File: config.mk
export PLATFORM = sky130hd
export DESIGN_NAME = fetch_stage
export DESIGN_NICKNAME = d
export VERILOG_FILES = /design/src/rtl/riscv_pkg.sv /design/src/rtl/next_pc_sel.sv /design/src/rtl/fetch_stage.sv
export SDC_FILE = /design/constraint.sdc
export NUM_CORES = 1
export LEC_CHECK = 0
export CORE_MARGIN = 2
export CORE_UTILIZATION = 25
export DETAILED_ROUTE_END_ITERATION = 8
export HOLD_SLACK_MARGIN = 0.1
export PLACE_DENSITY_LB_ADDON = 0.25
export SYNTH_ARGS = -nofsm -noshare
export SYNTH_HDL_FRONTEND = slang
export SYNTH_HIERARCHICAL = 1
export SYNTH_SLANG_ARGS = --single-unit
File: constraint.sdc
create_clock -name clk -period 4.3 [get_ports clk]
set_input_delay 0.43 -clock clk [delete_from_list [all_inputs] [get_ports clk]]
set_output_delay 0.43 -clock clk [all_outputs]
set_load 0.05 [all_outputs]
File: src/rtl/riscv_pkg.sv
// Shared RISC-V core types and constants.
// Fetch-stage state encoding, PC select codes and reset defaults.
package riscv_pkg;

    localparam logic [31:0] NOP_INSTR        = 32'h0000_0013;
    localparam logic [31:0] RESET_PC_DEFAULT = 32'h0000_0000;

    typedef enum logic [1:0] {
        PC_4   = 2'd0,
        PC_BEQ = 2'd1,
        PC_J   = 2'd2
    } PC_sel_e;

    typedef enum logic [2:0] {
        IDLE  = 3'd0,
        ISSUE = 3'd1,
        WAIT  = 3'd2,
        HOLD  = 3'd3,
        DRAIN = 3'd4
    } fetch_state_e;

endpackage

File: src/rtl/next_pc_sel.sv
// Redirect detection and target selection for the fetch stage.
// Targets are forced to word alignment.
module next_pc_sel
    import riscv_pkg::*;
#(
    parameter int XLEN = 32
) (
    input  PC_sel_e         pc_sel,
    input  logic            branch_eq,
    input  logic [XLEN-1:0] branch_target,
    input  logic [XLEN-1:0] jump_target,
    output logic            redirect,
    output logic [XLEN-1:0] target
);

    always_comb begin
        redirect = 1'b0;
        target   = jump_target;
        unique case (pc_sel)
            PC_J: begin
                redirect = 1'b1;
                target   = jump_target;
            end
            PC_BEQ: begin
                redirect = branch_eq;
                target   = branch_target;
            end
            default: begin
                redirect = 1'b0;
                target   = jump_target;
            end
        endcase
        target[1:0] = 2'b00;
    end

endmodule

File: src/rtl/fetch_stage.sv
// Instruction fetch: PC register, imem handshake FSM, skid buffer
// and the IF_ID pipeline register.
module fetch_stage
    import riscv_pkg::*;
#(
    parameter int              XLEN     = 32,
    parameter logic [XLEN-1:0] RESET_PC = XLEN'(RESET_PC_DEFAULT)
) (
    input  logic            clk,
    input  logic            rst_n,
    input  logic            stall,
    input  PC_sel_e         pc_sel,
    input  logic            branch_eq,
    input  logic [XLEN-1:0] branch_target,
    input  logic [XLEN-1:0] jump_target,
    output logic            imem_req,
    output logic [XLEN-1:0] imem_addr,
    input  logic            imem_gnt,
    input  logic            imem_rvalid,
    input  logic [31:0]     imem_rdata,
    output logic [31:0]     if_id_instr,
    output logic [XLEN-1:0] if_id_pc,
    output logic            if_id_valid
);

    fetch_state_e    state_q, state_d;
    logic [XLEN-1:0] pc_q, pc_d;
    logic [XLEN-1:0] if_id_pc_q, if_id_pc_d;
    logic [31:0]     if_id_instr_q, if_id_instr_d;
    logic            if_id_valid_q, if_id_valid_d;
    logic [XLEN-1:0] skid_pc_q, skid_pc_d;
    logic [31:0]     skid_instr_q, skid_instr_d;
    logic            skid_valid_q, skid_valid_d;
    logic            redirect;
    logic [XLEN-1:0] target;
    logic [XLEN-1:0] pc_inc;

    next_pc_sel #(.XLEN(XLEN)) u_next_pc_sel (
        .pc_sel        (pc_sel),
        .branch_eq     (branch_eq),
        .branch_target (branch_target),
        .jump_target   (jump_target),
        .redirect      (redirect),
        .target        (target)
    );

    assign pc_inc      = pc_q + XLEN'(4);
    assign imem_req    = (state_q == ISSUE) && !redirect;
    assign imem_addr   = pc_q;
    assign if_id_instr = if_id_instr_q;
    assign if_id_pc    = if_id_pc_q;
    assign if_id_valid = if_id_valid_q;

    always_comb begin
        state_d       = state_q;
        pc_d          = pc_q;
        if_id_pc_d    = if_id_pc_q;
        if_id_instr_d = if_id_instr_q;
        if_id_valid_d = if_id_valid_q;
        skid_pc_d     = skid_pc_q;
        skid_instr_d  = skid_instr_q;
        skid_valid_d  = skid_valid_q;

        if (redirect && state_q != IDLE) begin
            pc_d          = target;
            if_id_instr_d = NOP_INSTR;
            if_id_pc_d    = '0;
            if_id_valid_d = 1'b0;
            skid_valid_d  = 1'b0;
            // One response is still owed unless it lands this cycle
            unique case (state_q)
                WAIT, DRAIN: state_d = imem_rvalid ? ISSUE : DRAIN;
                default:     state_d = ISSUE;
            endcase
        end else begin
            unique case (state_q)
                IDLE: state_d = ISSUE;
                ISSUE: begin
                    if (imem_gnt) state_d = WAIT;
                end
                WAIT: begin
                    if (imem_rvalid && stall) begin
                        skid_instr_d = imem_rdata;
                        skid_pc_d    = pc_q;
                        skid_valid_d = 1'b1;
                        state_d      = HOLD;
                    end else if (imem_rvalid) begin
                        if_id_instr_d = imem_rdata;
                        if_id_pc_d    = pc_q;
                        if_id_valid_d = 1'b1;
                        pc_d          = pc_inc;
                        state_d       = ISSUE;
                    end
                end
                HOLD: begin
                    if (!stall) begin
                        if_id_instr_d = skid_instr_q;
                        if_id_pc_d    = skid_pc_q;
                        if_id_valid_d = skid_valid_q;
                        skid_valid_d  = 1'b0;
                        pc_d          = pc_inc;
                        state_d       = ISSUE;
                    end
                end
                DRAIN: begin
                    if (imem_rvalid) state_d = ISSUE;
                end
                default: state_d = IDLE;
            endcase
        end
    end

    always_ff @(posedge clk or negedge rst_n) begin
        if (!rst_n) begin
            state_q       <= IDLE;
            pc_q          <= RESET_PC;
            if_id_pc_q    <= '0;
            if_id_instr_q <= NOP_INSTR;
            if_id_valid_q <= 1'b0;
            skid_pc_q     <= '0;
            skid_instr_q  <= NOP_INSTR;
            skid_valid_q  <= 1'b0;
        end else begin
            state_q       <= state_d;
            pc_q          <= pc_d;
            if_id_pc_q    <= if_id_pc_d;
            if_id_instr_q <= if_id_instr_d;
            if_id_valid_q <= if_id_valid_d;
            skid_pc_q     <= skid_pc_d;
            skid_instr_q  <= skid_instr_d;
            skid_valid_q  <= skid_valid_d;
        end
    end

endmodule
==> results.tsv <==
metric	value	unit
hold_violations	0	
synthAdderAreaFrac	0.4542	%
dp_hpwl	15500	um
ir_drop	0.2962	mV
cp-end-kind	primary output	
cp_max_fo	9	
syn_area	8264	um^2
setup_tns	0	ns
via_count	6391	
cp-start-kind	input pin	
path_clk_slew	0.06	ns
multiInputGateArea	3802	um^2
rsz0062_at_grt	no	
synth_simple_gate_area_share	11.32	%
numPortBuffers	197	
synth.area.top_cells	dfrtp_1, mux2_2, mux2i_1	
grt_pass1_vias	6221	
fmax	333.4	MHz
report.final.slew_viol_count	0	
fin_nets	1018	
rows	66	
synth-seq-cells	165	
cts_inserted_buffers	17	
reg2reg_to	imem_addr[9]$_DFFE_PN0P_	
p_per_area	735.0	nW/um^2
post-cts-setup-buffer-count	0	
die_w	185.8	um
synth_cell_types	53	
hp-class	in -> async	
numClockSinks	165	
first_pass_iters	5	
initial_core_util	25.40	%
synth-xor-area-share	0	%
cts_tree	done	
p_leak	4.769	nW
wl_per_cell	17.39	um
grt_remaining_overflow	0	
antenna_found_initial	0	
synth_compound_area_share	12.73	%
fin_crit_sh	69.76	%
syn2layout_area_growth	35.31	%
grt_use_total	14.09	%
drt-total-wl	23750	um
grt_start_max_net_pins	108	
relSlewSlack	24.38	%
finalCriticalPeriod	3.000	ns
worstSkewPairLatency	0.44	ns
final_core_util	34.37	%
ys.flop_type	dfrtp_1	
required	3.87	ns
totalPowerFinal	8.218	mW
yosysWarnings	6	
setup_viol	0	
ant_nets	0	
seqCellArea	4136	um^2
status	finished clean	
n_fill_cell	3330	
critPathKind	in -> out	
drt-vias-per-instance	4.679	
avgSynthCellArea	11.09	um^2
diodes	0	
reg2regPathDepth	6	
clock-skew-final	0.01156	ns
ys_seq_area_share	50.05	%
ctsResizeCount	0	
drt-initial-drc-count	331	
worst_pin_slew	1.134	ns
fp.coreArea	32540	um^2
die_y	185.8	um
synth_top_area_cell	dfrtp_1	
syn_inst	745	
synth_top_area_share	48.15	%
ios	202	
synth_top_family_by_area	multiplexers	
rrSetupSlack	1.82	ns
muxShareOfSynthArea	20.92	%
grt_pass1_wl	36890	um
cts_htree_levels	4	
die_area	34530	um^2
drive_gt1_share	16.99	%
crit-reg2reg-launch	state_q[2]$_DFFE_PN0P_	
async_flop_share	100.0	%
synth_edf_count	0	
root_buffer	clkbuf_16	
drc	0	
hold_buffers	0	
drv_cap	0	
hold_slack	0.1138	ns
gp_congestion	0.7319	
cp.arrival	2.57	ns
clockBufferDepth	2	
-- Yosys cell counts (all sizes together), types with 2 or more instances --
master / count
dfrtp: 159
mux2: 94
nand2: 91
mux2i: 67
o31ai: 63
buf: 38
nor2: 30
clkbuf: 26
o21ai: 25
nand3: 21
a21oi: 18
a22oi: 9
a31oi: 9
nand4: 9
and3: 7
nor3: 7
dfstp: 6
and4: 5
inv: 5
a2bb2oi: 4
o22ai: 4
a221o: 3
a32oi: 3
and2: 3
ha: 3
nand2b: 3
nor3b: 3
o211ai: 3
o22a: 3
o311ai: 3
or3: 3
or4: 3
nor2b: 2
nor4b: 2
or2b: 2
-- worst max-delay path, stage by stage --
cell             delay, ns
clkdlybuf4s50_1       0.48
inv_1                 0.05
ha_1                  0.18
a21oi_1               0.11
nor2_1                0.05
buf_4                 0.18
nor3_1                0.24
clkdlybuf4s50_1       0.84
-- layout by cell type (no fill, tap or decap), types with 8 or more instances in the layout --
cell / Yosys / layout
a21oi_1: 18 / 17
a22oi_1: 9 / 9
a31oi_1: 9 / 9
buf_4: 10 / 11
clkbuf_16: 0 / 17
clkdlybuf4s50_1: 0 / 196
dfrtp_1: 159 / 159
mux2_2: 94 / 94
mux2i_1: 67 / 67
nand2_1: 91 / 91
nand3_1: 20 / 20
nand4_1: 8 / 8
nor2_1: 29 / 29
o21ai_0: 25 / 25
o31ai_1: 63 / 62
-- flip-flops by register name (all words and copies together), names as in the netlist --
| signal | flops |
|---|---|
| if_id_instr | 32 |
| if_id_pc | 32 |
| if_id_valid | 1 |
| imem_addr | 32 |
| skid_instr_q | 32 |
| skid_pc_q | 32 |
| skid_valid_q | 1 |
| state_q | 3 |
-- area by class of cell --
class | instances | area share (%)
Clock inverter | 14 | 1.264
Tap cell | 442 | 4.946
Sequential cell | 165 | 36.99
Clock buffer | 18 | 3.838
Timing Repair Buffer | 210 | 18.76
Multi-Input combinational cell | 512 | 34.00
Inverter | 5 | 0.1902
-- worst max path at each step --
stage               from                        end  slack (ns)  depth (start not counted)
5_1_grt        pc_sel[0]                   imem_req        1.15                          8
6_report       pc_sel[0]                   imem_req        1.30                          8
3_5_place_dp   pc_sel[0]  imem_addr[31]$_DFFE_PN0P_        0.96                         11
2_1_floorplan  pc_sel[1]                   imem_req        1.64                          7
4_1_cts        pc_sel[0]                   imem_req        1.29                          8
3_3_place_gp   pc_sel[0]   imem_addr[9]$_DFFE_PN0P_        0.97                         12
-- cell families after synthesis --
| family | count (synthesis) |
|---|---|
| compound gates | 152 |
| fa+ha+maj | 3 |
| buf+inv | 69 |
| flops | 165 |
| mux | 161 |
| other cells | 1 |
| simple gates | 194 |
-- stage by stage --
stage / instances / worst slack, ns / area, um^2
4_1_cts: 1366 / 1.294 / 11180
3_5_place_dp: 1334 / 0.9625 / 10610
6_report: 1366 / 1.300 / 11180
3_3_place_gp: 1334 / 0.9676 / 10610
5_1_grt: 1366 / 1.154 / 11180
2_1_floorplan: 746 / 1.638 / 8268
-- where the power goes --
group	internal (mW)	switching, mW	total (mW)	leakage [nW]
Combinational	1.50	2.47	3.98	2.47
Clock	0.813	0.703	1.52	0.272
Sequential	2.21	0.512	2.73	2.02
Total	4.53	3.69	8.22	4.77
-- routing by layer --
metal	routed length [um]	vias to the layer above	part of all wire (%)	track usage, %
met5	0	-	0	0
met4	256	0	1.1	4.094
met3	1101	15	4.6	3.248
met2	11110	160	47	21.98
met1	11290	3149	48	19.44
li1	-	3067	-	-
No activity file was read; power rests on OpenSTA's default activity.
